**src/rtl/wb_mtimer_pkg.sv**
```systemverilog
// Shared definitions for the Wishbone machine timer: register offsets,
// CTRL field positions, reset constants and bus helper functions.
package wb_mtimer_pkg;

    localparam logic [4:0] OFF_MTIME_LO    = 5'h00;
    localparam logic [4:0] OFF_MTIME_HI    = 5'h04;
    localparam logic [4:0] OFF_MTIMECMP_LO = 5'h08;
    localparam logic [4:0] OFF_MTIMECMP_HI = 5'h0C;
    localparam logic [4:0] OFF_CTRL        = 5'h10;

    localparam int CTRL_EN_BIT  = 0;
    localparam int CTRL_DIV_LSB = 8;

    localparam logic [63:0] MTIMECMP_RST = 64'hFFFF_FFFF_FFFF_FFFF;

    typedef enum logic [2:0] {
        REG_MTIME_LO,
        REG_MTIME_HI,
        REG_MTIMECMP_LO,
        REG_MTIMECMP_HI,
        REG_CTRL,
        REG_NONE
    } reg_sel_e;

    function automatic reg_sel_e decode_offset(input logic [4:0] off);
        case (off)
            OFF_MTIME_LO:    return REG_MTIME_LO;
            OFF_MTIME_HI:    return REG_MTIME_HI;
            OFF_MTIMECMP_LO: return REG_MTIMECMP_LO;
            OFF_MTIMECMP_HI: return REG_MTIMECMP_HI;
            OFF_CTRL:        return REG_CTRL;
            default:         return REG_NONE;
        endcase
    endfunction

    // Replace only the byte lanes whose select bit is set.
    function automatic logic [31:0] merge_bytes(input logic [31:0] old_val,
                                                input logic [31:0] new_val,
                                                input logic [3:0]  sel);
        logic [31:0] r;
        r = old_val;
        for (int i = 0; i < 4; i++) begin
            if (sel[i]) r[8*i +: 8] = new_val[8*i +: 8];
        end
        return r;
    endfunction

endpackage

```
**src/rtl/wb_mtimer_prescaler.sv**
```systemverilog
// Tick generator for mtime: one tick every DIV+1 enabled cycles.
module mtimer_prescaler #(
    parameter int PRESCALE_W = 8
) (
    input  logic                  clk,
    input  logic                  rst,
    input  logic                  en,
    input  logic [PRESCALE_W-1:0] div,
    input  logic                  clear,
    output logic                  tick
);

    localparam logic [PRESCALE_W-1:0] CNT_ONE = 1;

    logic [PRESCALE_W-1:0] cnt;

    assign tick = en && (cnt == div);

    // A clear restarts the period; the tick for this edge still uses the old count.
    always_ff @(posedge clk or posedge rst) begin
        if (rst) begin
            cnt <= '0;
        end else if (clear) begin
            cnt <= '0;
        end else if (en) begin
            cnt <= tick ? '0 : cnt + CNT_ONE;
        end
    end

endmodule

```
**src/rtl/wb_mtimer.sv**
```systemverilog
// Wishbone-slave RISC-V machine timer: 64-bit mtime/mtimecmp with a
// registered level interrupt and a prescaled count enable.
module wb_mtimer
    import wb_mtimer_pkg::*;
#(
    parameter int PRESCALE_W = 8
) (
    input  logic        clk,
    input  logic        rst,
    input  logic [31:0] tmr_addr,
    input  logic [31:0] tmr_dat_w,
    input  logic [3:0]  tmr_sel,
    input  logic        tmr_cyc,
    input  logic        tmr_stb,
    input  logic [2:0]  tmr_cti,
    input  logic [1:0]  tmr_bte,
    input  logic        tmr_we,
    output logic [31:0] tmr_dat_r,
    output logic        tmr_ack,
    output logic        tmr_err,
    output logic        timer_interrupt
);

    // Handshake: a request is taken on an edge with cyc&stb and no ack/err
    // outstanding; exactly one of ack (mapped) or err (unmapped) pulses for
    // one cycle, and read data and write effects land on that same edge.
    logic     req;
    reg_sel_e rsel;
    logic     mapped;

    assign req    = tmr_cyc && tmr_stb && !tmr_ack && !tmr_err;
    assign rsel   = decode_offset(tmr_addr[4:0]);
    assign mapped = (rsel != REG_NONE);

    logic unused_bits;
    assign unused_bits = ^{tmr_addr[31:5], tmr_cti, tmr_bte};

    logic wr_mtime_lo, wr_mtime_hi, wr_cmp_lo, wr_cmp_hi, wr_ctrl, rd_mtime_lo;

    assign wr_mtime_lo = req && tmr_we && (rsel == REG_MTIME_LO);
    assign wr_mtime_hi = req && tmr_we && (rsel == REG_MTIME_HI);
    assign wr_cmp_lo   = req && tmr_we && (rsel == REG_MTIMECMP_LO);
    assign wr_cmp_hi   = req && tmr_we && (rsel == REG_MTIMECMP_HI);
    assign wr_ctrl     = req && tmr_we && (rsel == REG_CTRL);
    assign rd_mtime_lo = req && !tmr_we && (rsel == REG_MTIME_LO);

    logic [63:0]           mtime;
    logic [63:0]           mtimecmp;
    logic [31:0]           hi_shadow;
    logic                  ctrl_en;
    logic [PRESCALE_W-1:0] ctrl_div;
    logic                  tick;

    mtimer_prescaler #(
        .PRESCALE_W(PRESCALE_W)
    ) u_prescaler (
        .clk  (clk),
        .rst  (rst),
        .en   (ctrl_en),
        .div  (ctrl_div),
        .clear(wr_ctrl),
        .tick (tick)
    );

    logic [31:0] ctrl_rd;
    logic [31:0] ctrl_new;
    logic [31:0] rdata;

    always_comb begin
        ctrl_rd = '0;
        ctrl_rd[CTRL_EN_BIT] = ctrl_en;
        ctrl_rd[CTRL_DIV_LSB +: PRESCALE_W] = ctrl_div;
        ctrl_new = merge_bytes(ctrl_rd, tmr_dat_w, tmr_sel);
    end

    always_comb begin
        rdata = '0;
        case (rsel)
            REG_MTIME_LO:    rdata = mtime[31:0];
            REG_MTIME_HI:    rdata = hi_shadow;
            REG_MTIMECMP_LO: rdata = mtimecmp[31:0];
            REG_MTIMECMP_HI: rdata = mtimecmp[63:32];
            REG_CTRL:        rdata = ctrl_rd;
            default:         rdata = '0;
        endcase
    end

    always_ff @(posedge clk or posedge rst) begin
        if (rst) begin
            tmr_ack   <= 1'b0;
            tmr_err   <= 1'b0;
            tmr_dat_r <= '0;
        end else begin
            tmr_ack <= req && mapped;
            tmr_err <= req && !mapped;
            if (req) tmr_dat_r <= rdata;
        end
    end

    // A software write to either mtime half wins over the tick on that edge.
    always_ff @(posedge clk or posedge rst) begin
        if (rst) begin
            mtime <= '0;
        end else if (wr_mtime_lo) begin
            mtime[31:0] <= merge_bytes(mtime[31:0], tmr_dat_w, tmr_sel);
        end else if (wr_mtime_hi) begin
            mtime[63:32] <= merge_bytes(mtime[63:32], tmr_dat_w, tmr_sel);
        end else if (tick) begin
            mtime <= mtime + 64'd1;
        end
    end

    always_ff @(posedge clk or posedge rst) begin
        if (rst) begin
            mtimecmp  <= MTIMECMP_RST;
            hi_shadow <= '0;
            ctrl_en   <= 1'b1;
            ctrl_div  <= '0;
        end else begin
            if (wr_cmp_lo) mtimecmp[31:0]  <= merge_bytes(mtimecmp[31:0], tmr_dat_w, tmr_sel);
            if (wr_cmp_hi) mtimecmp[63:32] <= merge_bytes(mtimecmp[63:32], tmr_dat_w, tmr_sel);
            if (rd_mtime_lo) hi_shadow <= mtime[63:32];
            if (wr_ctrl) begin
                ctrl_en  <= ctrl_new[CTRL_EN_BIT];
                ctrl_div <= ctrl_new[CTRL_DIV_LSB +: PRESCALE_W];
            end
        end
    end

    always_ff @(posedge clk or posedge rst) begin
        if (rst) begin
            timer_interrupt <= 1'b0;
        end else begin
            timer_interrupt <= (mtime >= mtimecmp);
        end
    end

endmodule

```
**config.mk**
```make
export PLATFORM = sky130hd
export DESIGN_NAME = wb_mtimer
export DESIGN_NICKNAME = d
export VERILOG_FILES = /design/src/rtl/wb_mtimer_pkg.sv /design/src/rtl/wb_mtimer_prescaler.sv /design/src/rtl/wb_mtimer.sv
export SDC_FILE = /design/constraint.sdc
export NUM_CORES = 1
export LEC_CHECK = 0
export BUFFER_PORTS_ARGS = -buffer_cell sky130_fd_sc_hd__buf_4
export CAP_MARGIN = 10
export CORE_ASPECT_RATIO = 1.75
export CORE_MARGIN = 2
export CORE_UTILIZATION = 60
export CTS_CLUSTER_SIZE = 20
export DETAILED_ROUTE_END_ITERATION = 6
export PLACE_DENSITY_LB_ADDON = 0.12
export SYNTH_ARGS = -nofsm -noshare
export SYNTH_HDL_FRONTEND = slang
export SYNTH_SLANG_ARGS = --single-unit
```
**constraint.sdc**
```tcl
create_clock -name clk -period 10.1 [get_ports clk]
set_input_delay 2.02 -clock clk [delete_from_list [all_inputs] [get_ports clk]]
set_output_delay 2.02 -clock clk [all_outputs]
set_load 0.005 [all_outputs]
```
==> Word level (Yosys, flattened, before mapping) <==
Index checks and enable logic that the tools add are counted.
{ "classes": {"addsub": 2, "n_lt_le_gt_ge": 1, "reduce_logical": 41, "mux": 13, "eq_ne": 19, "bitwise_logic": 1} }
{ "op_table": {"columns": ["operator", "n"], "rows": [
  ["one-hot mux 32 bit (5 select lines)", 1],
  ["two-way mux 32 bit", 3],
  ["adder 64 x 1 -> 64 bit, second input constant", 1],
  ["greater-or-equal comparator 64 bit", 1],
  ["two-way mux 64 bit", 1],
  ["two-way mux 8 bit", 7],
  ["AND reduction 3 bit", 8],
  ["AND reduction 2 bit", 10],
  ["!= test 2 bit, second input constant", 9],
  ["one-hot mux 3 bit (5 select lines)", 1],
  ["logical AND 1 bit", 14],
  ["== test 5 x 4 -> 1 bit, second input constant", 2],
  ["adder 8 x 1 -> 8 bit, second input constant", 1],
  ["== test 8 bit", 1],
  ["== test 3 x 2 -> 1 bit, second input constant", 2],
  ["nonzero test 2 bit", 3],
  ["== test 5 x 3 -> 1 bit, second input constant", 1],
  ["== test 5 bit, second input constant", 1],
  ["logical NOT 5 bit", 1],
  ["logical NOT 1 bit", 4],
  ["== test 3 x 1 -> 1 bit, second input constant", 1],
  ["== test 3 bit, second input constant", 1],
  ["logical NOT 3 bit", 1],
  ["!= test 3 bit, second input constant", 1],
  ["NOT 1 bit", 1]
]} }
{ "word_totals": {"ff_bits": 212, "inputBits": 78, "output_inout_bits": 35} }

==> Depth between registers and ports, before layout <==
{ "logic_depth": {"depth_word": 7, "ltp_mapped": 9, "depth_no_buf": 8} }

==> Modules after synthesis <==
A second synthesis with hierarchy kept.
{ "hier_totals": {"hier_cells": 1206, "area_unflattened_um2": 12368.1} }
{ "by_module_without_submodules": {"columns": ["mod", "cells_per_inst", "area_each_um2", "instances", "seq_area_each_um2"], "rows": [
  ["wb_mtimer", 1156, 11867.6, 1, 5186.2],
  ["mtimer_prescaler", 50, 500.5, 1, 200.2]
]} }

==> Least setup slack after synthesis <==
No wires, ideal clock.
{ "synth_path": {"path_type": "input to register", "startpoint": "input tmr_addr[4]", "endpoint": "register mtime[12]", "arrival_ps": 3805, "setup_ps": 83, "path_stages": 7, "setup_slack_ps": 6212, "required_time_ps": 10017, "cell_sequence": "or3_1 > or4_1 > and4_1 > clkbuf_1 > clkbuf_1 > o221a_2 > o21ai_0"} }
{ "synth_via": {"elab_chain_cells": 6, "elab_cells_between_ends": 15, "cone_classes": "eq/ne: 7; mux: 2; reduce/logical: 6"} }
{ "synth_lines": {"columns": ["element", "line", "text"], "rows": [
  ["start: declaration", "wb_mtimer.sv:10", "input logic [31:0] tmr_addr,"],
  ["== test 5 bit (tied with other cells)", "wb_mtimer_pkg.sv:26", "case (off)"],
  ["one-hot mux 3 bit (5 select lines) (*)", "wb_mtimer_pkg.sv:26", null],
  ["== test 3 x 1 -> 1 bit / logical NOT 3 bit (equally long branches)", "wb_mtimer.sv:41, wb_mtimer.sv:40", null],
  ["logical AND 1 bit, on equally long branches", "wb_mtimer.sv:41, wb_mtimer.sv:40", null],
  ["!= test 2 bit (no line) / nonzero test 2 bit (equally long branches)", null, null],
  ["AND reduction 3 bit (no line)", null, null],
  ["end signal: assignment", "wb_mtimer.sv:105", "mtime[31:0] <= merge_bytes(mtime[31:0], tmr_dat_w, tmr_sel);"],
  ["end signal: assignment", "wb_mtimer.sv:109", "mtime <= mtime + 64'd1;"],
  ["end: declaration", "wb_mtimer.sv:47", "logic [63:0] mtime;"]
]} }
Mark *: on every way between the ends. The rest lies on a longest branch, timed or not.
A chain may end at the register's enable or synchronous reset.

==> Worst setup path in the final report <==
{ "layout_path": {"startpoint": "input tmr_cyc", "endpoint": "register mtime[63]"} }
{ "layout_via": {"elab_chain_cells": 7, "elab_cells_between_ends": 11, "cone_classes": "eq/ne: 1; mux: 1; bitwise: 1; reduce/logical: 8"} }
{ "layout_lines": {"columns": ["element", "line", "text"], "rows": [
  ["start: declaration", "wb_mtimer.sv:13", "input logic tmr_cyc,"],
  ["logical AND 1 bit (*) (3 in a row)", "wb_mtimer.sv:31", "assign req = tmr_cyc && tmr_stb && !tmr_ack && !tmr_err;"],
  ["logical AND 1 bit (*)", "wb_mtimer.sv:40, wb_mtimer.sv:41", null],
  ["logical AND 1 bit, on equally long branches", "wb_mtimer.sv:41, wb_mtimer.sv:40", null],
  ["!= test 2 bit (no line) (tied with other cells)", null, null],
  ["AND reduction 3 bit (no line)", null, null],
  ["end signal: assignment", "wb_mtimer.sv:107", "mtime[63:32] <= merge_bytes(mtime[63:32], tmr_dat_w, tmr_sel);"],
  ["end signal: assignment", "wb_mtimer.sv:109", null]
]} }
Marks and branches as above.

==> impl_metrics.json <==
{
  "outcome": "finished with violations",
  "violations": "DRC",
  "vias_per_cell": 6.80,
  "cts_max_level": 1,
  "fmaxAchievable_ghz": 0.216,
  "antenna_cells": 0,
  "cts-root-buf": "clkbuf_16",
  "cp_slowest_stage_delay_ns": 0.71,
  "crit_start": "tmr_cyc",
  "final_nets": 1426,
  "yosysWarnings": 0,
  "synth_seq_cells": 212,
  "fin_cells": 1542,
  "finalHoldViolCount": 0,
  "overflow": 0,
  "endpoint": "mtime[63]",
  "rsz0062_at_grt": "false",
  "drt_wl_total_mm": 37.0,
  "period_needed_ns": 4.63,
  "cts.sinks": 212,
  "synth_top_area_share": 0.303,
  "critical_path.slowest_cell": "nand4_1",
  "placed_cells": 1504,
  "criticalPathCategory": "in -> reg",
  "synth.distinct_cells": 67,
  "synthArstFlopShare": 1.00,
  "power.switching_uw": 518,
  "io_pins": 113,
  "place_area_sq_um": 13000,
  "p_leak_nw": 5.96,
  "coreArea_sq_um": 19800,
  "grt_usage": 0.344,
  "drtIter0Drc": 1219,
  "crit_buf_inv": 2,
  "dr.pass1.iters": 7,
  "cts_resized": 0,
  "postSynthCellCount": 1217,
  "r2r_start": "u_prescaler.cnt[0]",
  "hold_buffers": 0,
  "vdd_ir_drop_max_uv": 166,
  "clock_latency_ns": 0.52,
  "initial_core_util": 0.612,
  "worstPathMaxFanout": 37,
  "final_common_cell": "dfrtp_1",
  "setup-violations-final": 0,
  "path_depth": 8,
  "fin_crit_sh": 0.458,
  "p_per_area_nw_per_um2": 141,
  "drv_slew": 0,
  "hpwl_mm": 26.4,
  "cts_buffers": 21,
  "core.rowCount": 68,
  "synth_nets": 1361,
  "die-area_sq_um": 21400,
  "cts.path.max_buffers": 3,
  "pwr-share-clk": 0.389,
  "maxSlewHeadroom": 0.146,
  "syn_to_final_growth_pct": 12.2,
  "path_clk_slew_ns": 0.07,
  "synth_seq_area_share": 0.444,
  "rr_endpoint": "mtime[63]",
  "fp.dieH_um": 192,
  "cts_tree": "built",
  "grt_max_degree": 136,
  "hp-class": "reg -> reg",
  "drv_cap": 0,
  "power_frac_comb": 0.117,
  "yosysTopAreaCell": "dfrtp_1",
  "place.gp.congestion": 0.968,
  "portBuffers": 80,
  "clock_skew_ns": 0.0124,
  "final_antenna_net_count": 0,
  "r2r_setup_slack_ns": 6.40,
  "drc": 1,
  "seqPwrFrac": 0.494,
  "synth_edf_count": 0,
  "grt_pass1_wl_mm": 57.6,
  "syn_area_per_cell_sq_um": 9.97,
  "synthTopCellsByArea": "dfrtp_1 30%, dfstp_2 14%, mux2_2 9.8%",
  "finalInstanceArea_sq_um": 13600,
  "synth_area_sq_um": 12100,
  "cp_top_family": "simple AND/OR/NAND/NOR gates",
  "layout_common_cells": "147 x dfrtp_1, 142 x nand2_1, 106 x mux2_2",
  "wl_per_cell_um": 24.0,
  "ys.flop_type": "dfrtp_1",
  "internal_power_mw": 1.41,
  "cts_setup_buffers": 0,
  "fp.dieW_um": 111,
  "tightest_slew_ns": 1.27,
  "worstPathCellList": "buf_4 > nand4bb_2 > buf_4 > or4_1 > nand4_1 > or2_4 > or4_1 > a32o_1",
  "required_ns": 10.50,
  "antenna_found_initial": 0,
  "worstPathArrival_ns": 5.03,
  "setup-tns-final_ns": 0,
  "layout-drive-gt1-share": 0.241,
  "endpoint_kind": "flop",
  "grt_pass1_vias": 10400,
  "switching_share": 0.269,
  "r2r_cells": 6,
  "vias": 10500,
  "critPathLaunchType": "input pin"
}
[area by class of cell]
cell class	instances	area (sq um)
flip-flops and latches	212	5390
well taps	245	307
repair buffers	95	713
fillers	1587	6210
clock buffers	35	618
clock inverters	3	18.8
inverters	80	308
multi-input cells	872	6260
[synthesized netlist by cell type, types with 8 or more instances]
cell and count:
a222oi_1 32, or4_1 9, ha_1 66, and3_1 19, nor3_1 34, nand4_1 30, nor4_1 30, o22ai_1 10
nand3_1 48, o21ai_0 29, nand2_1 142, a41oi_1 9, clkbuf_1 49, a21oi_1 31, inv_1 80, and4_1 9
o32a_1 8, a22o_1 33, mux2_2 106, a22oi_1 14, dfstp_2 65, a211oi_1 22, o211ai_1 12, xor2_1 13
and2_1 10, nor2_1 71, dfrtp_1 147
[registers in the layout, summed over array words and instances, names as in the netlist]
register and cells:
ctrl_div 8, u_prescaler.cnt 8, mtime 64, tmr_err 1
tmr_ack 1, ctrl_en 1, tmr_dat_r 32, timer_interrupt 1
hi_shadow 32, mtimecmp 64
[how the worst min path moves through the flow]
stage | start | endpoint | slack [ns] | cells after the start
after global placement | mtimecmp[60] | mtimecmp[60] | 0.48 | 2
after floorplan | mtimecmp[28] | mtimecmp[28] | 0.47 | 2
after global routing | mtimecmp[60] | mtimecmp[60] | 0.52 | 2
after detailed placement | mtimecmp[28] | mtimecmp[28] | 0.49 | 2
final | mtimecmp[28] | mtimecmp[28] | 0.49 | 2
after CTS | mtimecmp[28] | mtimecmp[28] | 0.50 | 2
[power groups by stage]
stage | clock (mW) | sequential [mW] | combinational [mW]
after global placement | 0 | 0.962 | 0.216
after floorplan | 0 | 0.945 | 0.145
after detailed placement | 0 | 0.963 | 0.222
final | 0.749 | 0.950 | 0.225
after CTS | 0.755 | 0.948 | 0.224
after global routing | 0.786 | 0.955 | 0.249
[logic make-up (layout without fill, tap and decap cells)]
kind of cell    after synthesis  count (layout)  share of synthesized area
compound gates              250             250                      0.158
xor+xnor                     14              14                     0.0101
fa+ha+maj                    66              66                     0.0681
buf+inv                     133             213                     0.0418
flops                       212             212                      0.444
mux                         108             108                      0.100
simple gates                434             434                      0.178
[through the flow]
step	setup slack (ns)	hold slack, ns	utilization	total power, mW
finish	5.47	0.493	0.687	1.92
global route	5.40	0.516	0.687	1.99
CTS	5.58	0.497	0.687	1.93
detailed placement	5.08	0.487	0.655	1.18
global placement	5.07	0.478	0.655	1.18
floorplan	2.39	0.468	-	1.09
[routing by layer]
| metal | global-route usage | routed length [um] | up-vias |
|---|---|---|---|
| met3 | 0.0439 | 2390 | 148 |
| met1 | 0.401 | 13400 | 5124 |
| li1 | - | - | 4711 |
| met2 | 0.606 | 18900 | 496 |
| met4 | 0.205 | 2280 | 0 |
| met5 | 0 | 0 | - |
[worst min-delay path, delay by kind of cell (launching register included)]
kind,cells,cell delay [ns]
flip-flops,1,0.38
AO/OA/AOI/OAI,1,0.06
AND/OR/NAND/NOR,1,0.05
Power figures use the tool's default switching activity.
